--- src/rtl/product_accumulator.sv ---
// Frame accumulator for signed multiplier products: sums LEN products with
// saturation, then holds the result until the downstream consumer takes it.
module product_accumulator #(
    parameter int PW  = 16,
    parameter int AW  = 20,
    parameter int LEN = 4
) (
    input  logic          clk,
    input  logic          rst_n,
    input  logic          in_valid,
    output logic          in_ready,
    input  logic [PW-1:0] in_prod,
    input  logic          clr,
    output logic          out_valid,
    input  logic          out_ready,
    output logic [AW-1:0] out_acc,
    output logic          out_ovf
);

    localparam int CW = $clog2(LEN);

    typedef enum logic {
        ST_ACC,
        ST_HOLD
    } state_t;

    state_t          r_state;
    state_t          w_state_nxt;
    logic [AW-1:0]   r_acc;
    logic [CW-1:0]   r_cnt;
    logic            r_ovf;
    logic [AW-1:0]   r_out_acc;
    logic            r_out_ovf;
    logic            r_out_valid;

    logic [AW:0]     w_sum;
    logic [AW-1:0]   w_sat;
    logic            w_clamp;
    logic            w_accept;
    logic            w_last;

    // One guard bit above the accumulator exposes signed overflow of the add.
    assign w_sum    = {r_acc[AW-1], r_acc} + {{(AW + 1 - PW){in_prod[PW-1]}}, in_prod};
    assign w_clamp  = w_sum[AW] ^ w_sum[AW-1];
    assign w_sat    = w_clamp ? (w_sum[AW] ? {1'b1, {(AW - 1){1'b0}}}
                                           : {1'b0, {(AW - 1){1'b1}}})
                              : w_sum[AW-1:0];
    assign w_accept = in_valid && (r_state == ST_ACC) && !clr;
    assign w_last   = (r_cnt == CW'(LEN - 1));

    always_comb begin
        w_state_nxt = r_state;
        in_ready    = 1'b0;
        case (r_state)
            ST_ACC: begin
                in_ready = 1'b1;
                if (w_accept && w_last) begin
                    w_state_nxt = ST_HOLD;
                end
            end
            ST_HOLD: begin
                if (out_ready) begin
                    w_state_nxt = ST_ACC;
                end
            end
            default: w_state_nxt = ST_ACC;
        endcase
    end

    always_ff @(posedge clk or negedge rst_n) begin
        if (!rst_n) begin
            r_state <= ST_ACC;
        end else begin
            r_state <= w_state_nxt;
        end
    end

    always_ff @(posedge clk or negedge rst_n) begin
        if (!rst_n) begin
            r_acc       <= '0;
            r_cnt       <= '0;
            r_ovf       <= 1'b0;
            r_out_acc   <= '0;
            r_out_ovf   <= 1'b0;
            r_out_valid <= 1'b0;
        end else if (r_state == ST_ACC) begin
            if (clr) begin
                r_acc <= '0;
                r_cnt <= '0;
                r_ovf <= 1'b0;
            end else if (w_accept) begin
                if (w_last) begin
                    r_out_acc   <= w_sat;
                    r_out_ovf   <= r_ovf | w_clamp;
                    r_out_valid <= 1'b1;
                    r_acc       <= '0;
                    r_cnt       <= '0;
                    r_ovf       <= 1'b0;
                end else begin
                    r_acc <= w_sat;
                    r_ovf <= r_ovf | w_clamp;
                    r_cnt <= r_cnt + CW'(1);
                end
            end
        end else if (out_ready) begin
            r_out_valid <= 1'b0;
        end
    end

    assign out_valid = r_out_valid;
    assign out_acc   = r_out_acc;
    assign out_ovf   = r_out_ovf;

endmodule

--- config.mk ---
export PLATFORM = sky130hd
export DESIGN_NAME = product_accumulator
export DESIGN_NICKNAME = d
export VERILOG_FILES = /design/src/rtl/product_accumulator.sv
export SDC_FILE = /design/constraint.sdc
export NUM_CORES = 1
export LEC_CHECK = 0
export ABC_AREA = 1
export CAP_MARGIN = 20
export CELL_PAD_IN_SITES_DETAIL_PLACEMENT = 1
export CELL_PAD_IN_SITES_GLOBAL_PLACEMENT = 1
export CORE_MARGIN = 2
export CORE_UTILIZATION = 36
export DETAILED_ROUTE_END_ITERATION = 10
export GPL_ROUTABILITY_DRIVEN = 1
export GPL_TIMING_DRIVEN = 0
export PLACE_DENSITY = 0.75
export RECOVER_POWER = 25
export SYNTH_ARGS = -nofsm -noshare
export SYNTH_HDL_FRONTEND = slang
export SYNTH_SLANG_ARGS = --single-unit
--- constraint.sdc ---
create_clock -name clk -period 1.9 [get_ports clk]
set_clock_uncertainty 0.1 [all_clocks]
set_input_delay 0.19 -clock clk [delete_from_list [all_inputs] [get_ports clk]]
set_output_delay 0.19 -clock clk [all_outputs]
set_load 0.01 [all_outputs]
Yosys cells after proc, flatten, opt, wreduce, memory -nomap -nowiden --
Index checks and enable logic that the tools add are counted.
Storage, ports and cells: register bits 46, bits of input ports 21, output and inout bits 23, logic and storage cells 46
Operators by class: $add $sub $neg 2, equality and inequality tests 3, multiplexer cells 20, bitwise logic cells 4, reductions and logical operators 10
Operators by type and width (number):
- 20-bit 2-to-1 mux | 5
- 20-bit by 16-bit adder with 21-bit output | 1
- 1-bit 2-to-1 mux | 11
- 4-bit AND reduction | 2
- 2-bit 2-to-1 mux | 3
- 2-bit nonzero test | 3
- 1-bit logical AND | 3
- 2-bit by 1-bit adder with 2-bit output, second input constant | 1
- 2-bit equality test, second input constant | 1
- 2-bit by 1-bit inequality test with 1-bit output, second input constant | 1
- 2-bit inequality test, second input constant | 1
- 1-bit NOT | 2
- 1-bit one-hot mux with 2 select lines | 1
- 2-bit AND reduction | 1
- 1-bit logical NOT | 1
- 1-bit OR | 1
- 1-bit bitwise XOR | 1

Longest topological paths before layout --
word-level depth 6, mapped depth 17, gate-level depth less buffers 16

Worst setup path after synthesis --
No wires, ideal clock.
path kind register -> register, start register r_acc[0], end register r_out_acc[0], in the netlist out_acc[0], library setup time 0.117 ns, data arrival time 1.899 ns, data required time 1.683 ns, slack -0.216 ns, stages on the path, launching flop included 14, buffers on the path 1, period minus slack after synthesis 2.116 ns, cell sequence dfrtp_1 ha_1 fa_1 nand3_1 nand2_1 nand3b_4 nand3_2 nand2_1 nand2_1 nand2_1 buf_4 nand2_1 nand2_1 nand2_1
Between the ends: cells in the longest elaborated chain, start to end 3, elaborated cells between the ends (all ways) 4, those cells by class add/sub (1); mux (2); bitwise (1)
RTL lines:
- from (decl) | line 29 | logic [AW-1:0] r_acc;
- from (signal assigned) | line 100 | r_acc <= w_sat;
- 20-bit by 16-bit adder with 21-bit output * | line 43 | assign w_sum = {r_acc[AW-1], r_acc} + {{(AW + 1 - PW){in_prod[PW-1]}}, in_prod};
- 20-bit 2-to-1 mux or 1-bit bitwise XOR (tied branches) | line 45, 44
- 20-bit 2-to-1 mux * | line 45 | assign w_sat = w_clamp ? (w_sum[AW] ? {1'b1, {(AW - 1){1'b0}}}
- to (signal assigned) | line 93 | r_out_acc <= w_sat;
- to (decl) | line 32 | logic [AW-1:0] r_out_acc;
Mark *: on every way between the ends. The rest lies on a longest branch, timed or not. A chain may end at the register's enable or synchronous reset.

Worst setup path after layout --
start register r_acc[14], end register r_out_acc[7], in the netlist out_acc[7]
Same word-level chain as after synthesis.

==> impl_metrics.toml <==
[yosys]
synth_warnings = 0
synth_seq_area_share_pct = 35.2
syn-instance-count = 476
yosys.cell_count.top_type = "sky130_fd_sc_hd__nand2_1"
area_of_the_mapped_netlist_mm2 = 0.00327
syn-num-nets = 519
post-synth-top-area-cell = "sky130_fd_sc_hd__dfrtp_1"
ys_async_sr_fraction_pct = 100
synth.area.top_cells = "sky130_fd_sc_hd__dfrtp_1, sky130_fd_sc_hd__nand2_1, sky130_fd_sc_hd__ha_1, sky130_fd_sc_hd__inv_1, sky130_fd_sc_hd__a21oi_1"
post_synth_num_cell_types = 29
synth_ff_type = "sky130_fd_sc_hd__dfrtp_1"
synthDominantCellAreaShare_pct = 35.2
synth-edff-count = 0
synth.avg_cell_area_um2 = 6.88
synth_seq_cells = 46
netlist_top_cells_count = "sky130_fd_sc_hd__nand2_1, sky130_fd_sc_hd__dfrtp_1, sky130_fd_sc_hd__inv_1, sky130_fd_sc_hd__ha_1, sky130_fd_sc_hd__a21oi_1"

[detailed_routing]
detail_route.wirelength_um = 11300
dr.first_iter.drc_count = 73
route.detailed.wl_per_inst_um = 17.1
first_pass_iters = 4
vias = 3321
number_of_routed_nets_with_antenna_violations = 0
drc_errors_left = 0
route.detailed.vias_per_inst = 5.02

[die]
placeableCoreArea_mm2 = 0.00876
design.die.area_mm2 = 0.00987
die_y_um = 99.4
rows = 34
die_w_um = 99.4
initial_core_util_pct = 37.4
io_pins = 44

[layout]
postLayoutCoreUtil_pct = 56.6
antenna-diode-count = 0
fin_nets = 597
final_area_mm2 = 0.00496
area_growth_syn_to_layout_pct = 51.6
final_layout_size_suffix_gt1_share_pct = 33.3

[grt]
grt_max_degree = 40
grt_pass1_wl_um = 17700
number_of_global_route_vias_before_repair = 3510
gr-usage-all-layers_pct = 22.6
antenna_found_initial = 0
globalRouteOverflowTotal = 0

[critical_path]
worstSetupStartpointType = "register"
critPathCaptureType = "register"
worst_path_most_repeated_cell = "sky130_fd_sc_hd__nand2_4"
critical_path_required_ns = 1.99
worst_path_max_delay_cell = "sky130_fd_sc_hd__dfrtp_1"
timing.critical_path.fanout_max = 6
critical_path.max_stage_delay_ns = 0.44
criticalPathCategory = "reg -> reg"
cp_data_arrival_time_ns = 2.38
worstPathCellList = "ha_4 -> nand2_4 -> nor2_4 -> inv_2 -> nor2_4 -> nand3_4 -> nand3_4 -> nand2_4 -> nand2_4 -> nand2_8 -> buf_8 -> nand2_2 -> nand2_2 -> nand2_1 -> nand2_1"

[timing]
finalSetupViolCount = 42
setup_ws_ns = -0.392
finalHoldViolations = 0
clock.fmax_ghz = 0.436
worst_slew_margin_rel_pct = 62.5
timing_max_transition_violations_final = 0
fin_hold_ws_ns = 0.237
worstMarginPinSlew_ns = 0.563
timing.final.crit_share_pct = 121
rsz0062_at_grt = "yes"
min_tclk_post_route_ns = 2.29

[cts]
cts.path.max_buffers = 2
clock_latency_ns = 0.29
cts-buffers-inserted = 5
cts.sink_count = 46
clkTransAtPathRegs_ns = 0.08
cts_root_buffer = "sky130_fd_sc_hd__clkbuf_8"
cts_htree_levels = 2
clock_tree_from_tritoncts = "done"

[place]
post-place-ws_ns = -1.04
portBuffers = 43
detailed_place_hpwl_um = 8070
place_congestion = 0.865
post_dp_cell_area_mm2 = 0.00417

[worst_hold_path]
class_of_the_tightest_hold_or_removal_check = "in -> async"

[power_and_ir_drop]
power.leakage_nw = 2.54
worst_ir_drop_vdd_mv = 0.619
power_density_mw_per_mm2 = 1190

[outcome]
failed_checks = "negative setup slack"
run_status = "finished, violations left"

[flow_run]
cap_violations = 0
## worst paths after layout
| check | startpoint | endpoint | slack, ns | cells past startpoint |
|---|---|---|---|---|
| worst max-delay path | r_acc[14]$_DFFE_PN0P_ | out_acc[7]$_DFFE_PN0P_ | -0.39 | 15 |
| worst min-delay path | rst_n | r_acc[3]$_DFFE_PN0P_ | 0.24 | 2 |
| worst max register to register | r_acc[14]$_DFFE_PN0P_ | out_acc[7]$_DFFE_PN0P_ | -0.39 | 15 |
| worst min register to register | r_state$_DFF_PN0_ | out_valid$_DFFE_PN0P_ | 0.35 | 1 |
| max in group asynchronous | rst_n | out_acc[11]$_DFFE_PN0P_ | 0.50 | 3 |
| min in group clk | r_state$_DFF_PN0_ | out_valid$_DFFE_PN0P_ | 0.35 | 1 |
## metal layers
layer | GRT usage, % | share of wire [%] | vias up
met1 | 31.3 | 47 | 1612
met3 | 1.62 | 2.1 | 18
met4 | 6.22 | 1.7 | 0
met5 | 0 | 0 | -
li1 | - | - | 1640
met2 | 38.2 | 49 | 51
## sequential cells by signal, summed over array words and instances, names as in the netlist
signal and flops:
out_ovf 1, r_cnt 2, out_acc 20, r_ovf 1
r_acc 20, out_valid 1, r_state 1
## final cells by class
class | count | area, um^2
repair buffers | 71 | 679
multi-input cells | 377 | 2660
plain buffers | 12 | 101
inverters | 41 | 154
well taps | 108 | 135
flip-flops and latches | 46 | 1150
clock buffers | 6 | 82.6
fillers | 1049 | 3800
## kinds of logic (layout without fill, tap and decap cells)
logic type | after synthesis | after routing | share of synthesized area, %
flops | 46 | 46 | 35.2
fa+ha+maj | 22 | 22 | 8.64
xor+xnor | 13 | 13 | 3.48
buf+inv | 53 | 130 | 7.03
compound gates | 34 | 34 | 5.77
simple gates | 308 | 308 | 39.9
## placed cells by master (no fill, tap or decap), types with 2 or more instances in the layout
| cell type | instances |
|---|---|
| sky130_fd_sc_hd__nand2_1 | 166 |
| sky130_fd_sc_hd__nand2_2 | 50 |
| sky130_fd_sc_hd__dfrtp_1 | 46 |
| sky130_fd_sc_hd__clkdlybuf4s50_1 | 41 |
| sky130_fd_sc_hd__inv_1 | 36 |
| sky130_fd_sc_hd__nand2_4 | 33 |
| sky130_fd_sc_hd__buf_4 | 23 |
| sky130_fd_sc_hd__ha_4 | 19 |
| sky130_fd_sc_hd__nor2_1 | 12 |
| sky130_fd_sc_hd__a21oi_1 | 12 |
| sky130_fd_sc_hd__nand3_1 | 11 |
| sky130_fd_sc_hd__a21oi_2 | 7 |
| sky130_fd_sc_hd__nand4_1 | 7 |
| sky130_fd_sc_hd__o21ai_0 | 6 |
| sky130_fd_sc_hd__nor2_4 | 6 |
| sky130_fd_sc_hd__nand3_2 | 6 |
| sky130_fd_sc_hd__o21bai_1 | 6 |
| sky130_fd_sc_hd__clkbuf_8 | 6 |
| sky130_fd_sc_hd__clkbuf_1 | 5 |
| sky130_fd_sc_hd__xor2_1 | 5 |
| sky130_fd_sc_hd__nor2_2 | 4 |
| sky130_fd_sc_hd__inv_2 | 4 |
| sky130_fd_sc_hd__nand3_4 | 4 |
| sky130_fd_sc_hd__buf_2 | 4 |
| sky130_fd_sc_hd__xnor2_1 | 4 |
| sky130_fd_sc_hd__nand3b_1 | 3 |
| sky130_fd_sc_hd__xor2_2 | 3 |
| sky130_fd_sc_hd__and2_1 | 2 |
| sky130_fd_sc_hd__buf_6 | 2 |
| sky130_fd_sc_hd__buf_12 | 2 |
| sky130_fd_sc_hd__ha_1 | 2 |
## repair_timing
item / in CTS / in global routing
pin swaps: 16 / 29
gates cloned: 2 / 1
hold buffers: 1 / 0
setup endpoints to repair: 42 / 43
setup buffers: 13 / 11
gates resized for setup: 65 / 65
endpoints found under the hold margin: 46 / 0
## report_power, final
part | internal, mW | switching [mW]
Sequential | 1.22 | 0.206
Clock | 0.281 | 0.319
Combinational | 1.71 | 2.16
Total | 3.20 | 2.68
## critical path: cells and delay by family, from the launching register on
| kind | cells | cell delay, ns |
|---|---|---|
| adder cells (fa/ha/maj) | 1 | 0.35 |
| buffers and inverters | 2 | 0.22 |
| flip-flops | 1 | 0.44 |
| AND/OR/NAND/NOR | 12 | 1.08 |
## metrics by stage
step	total power, mW	instances	setup TNS [ns]
2_1_floorplan	3.25	476	-1.53
3_3_place_gp	4.10	627	-75.01
3_5_place_dp	4.17	628	-40.65
4_1_cts	5.32	649	-11.79
5_1_grt	6.28	661	-19.11
6_report	5.89	661	-14.45
Note: power is estimated with default switching activity, not from simulation.
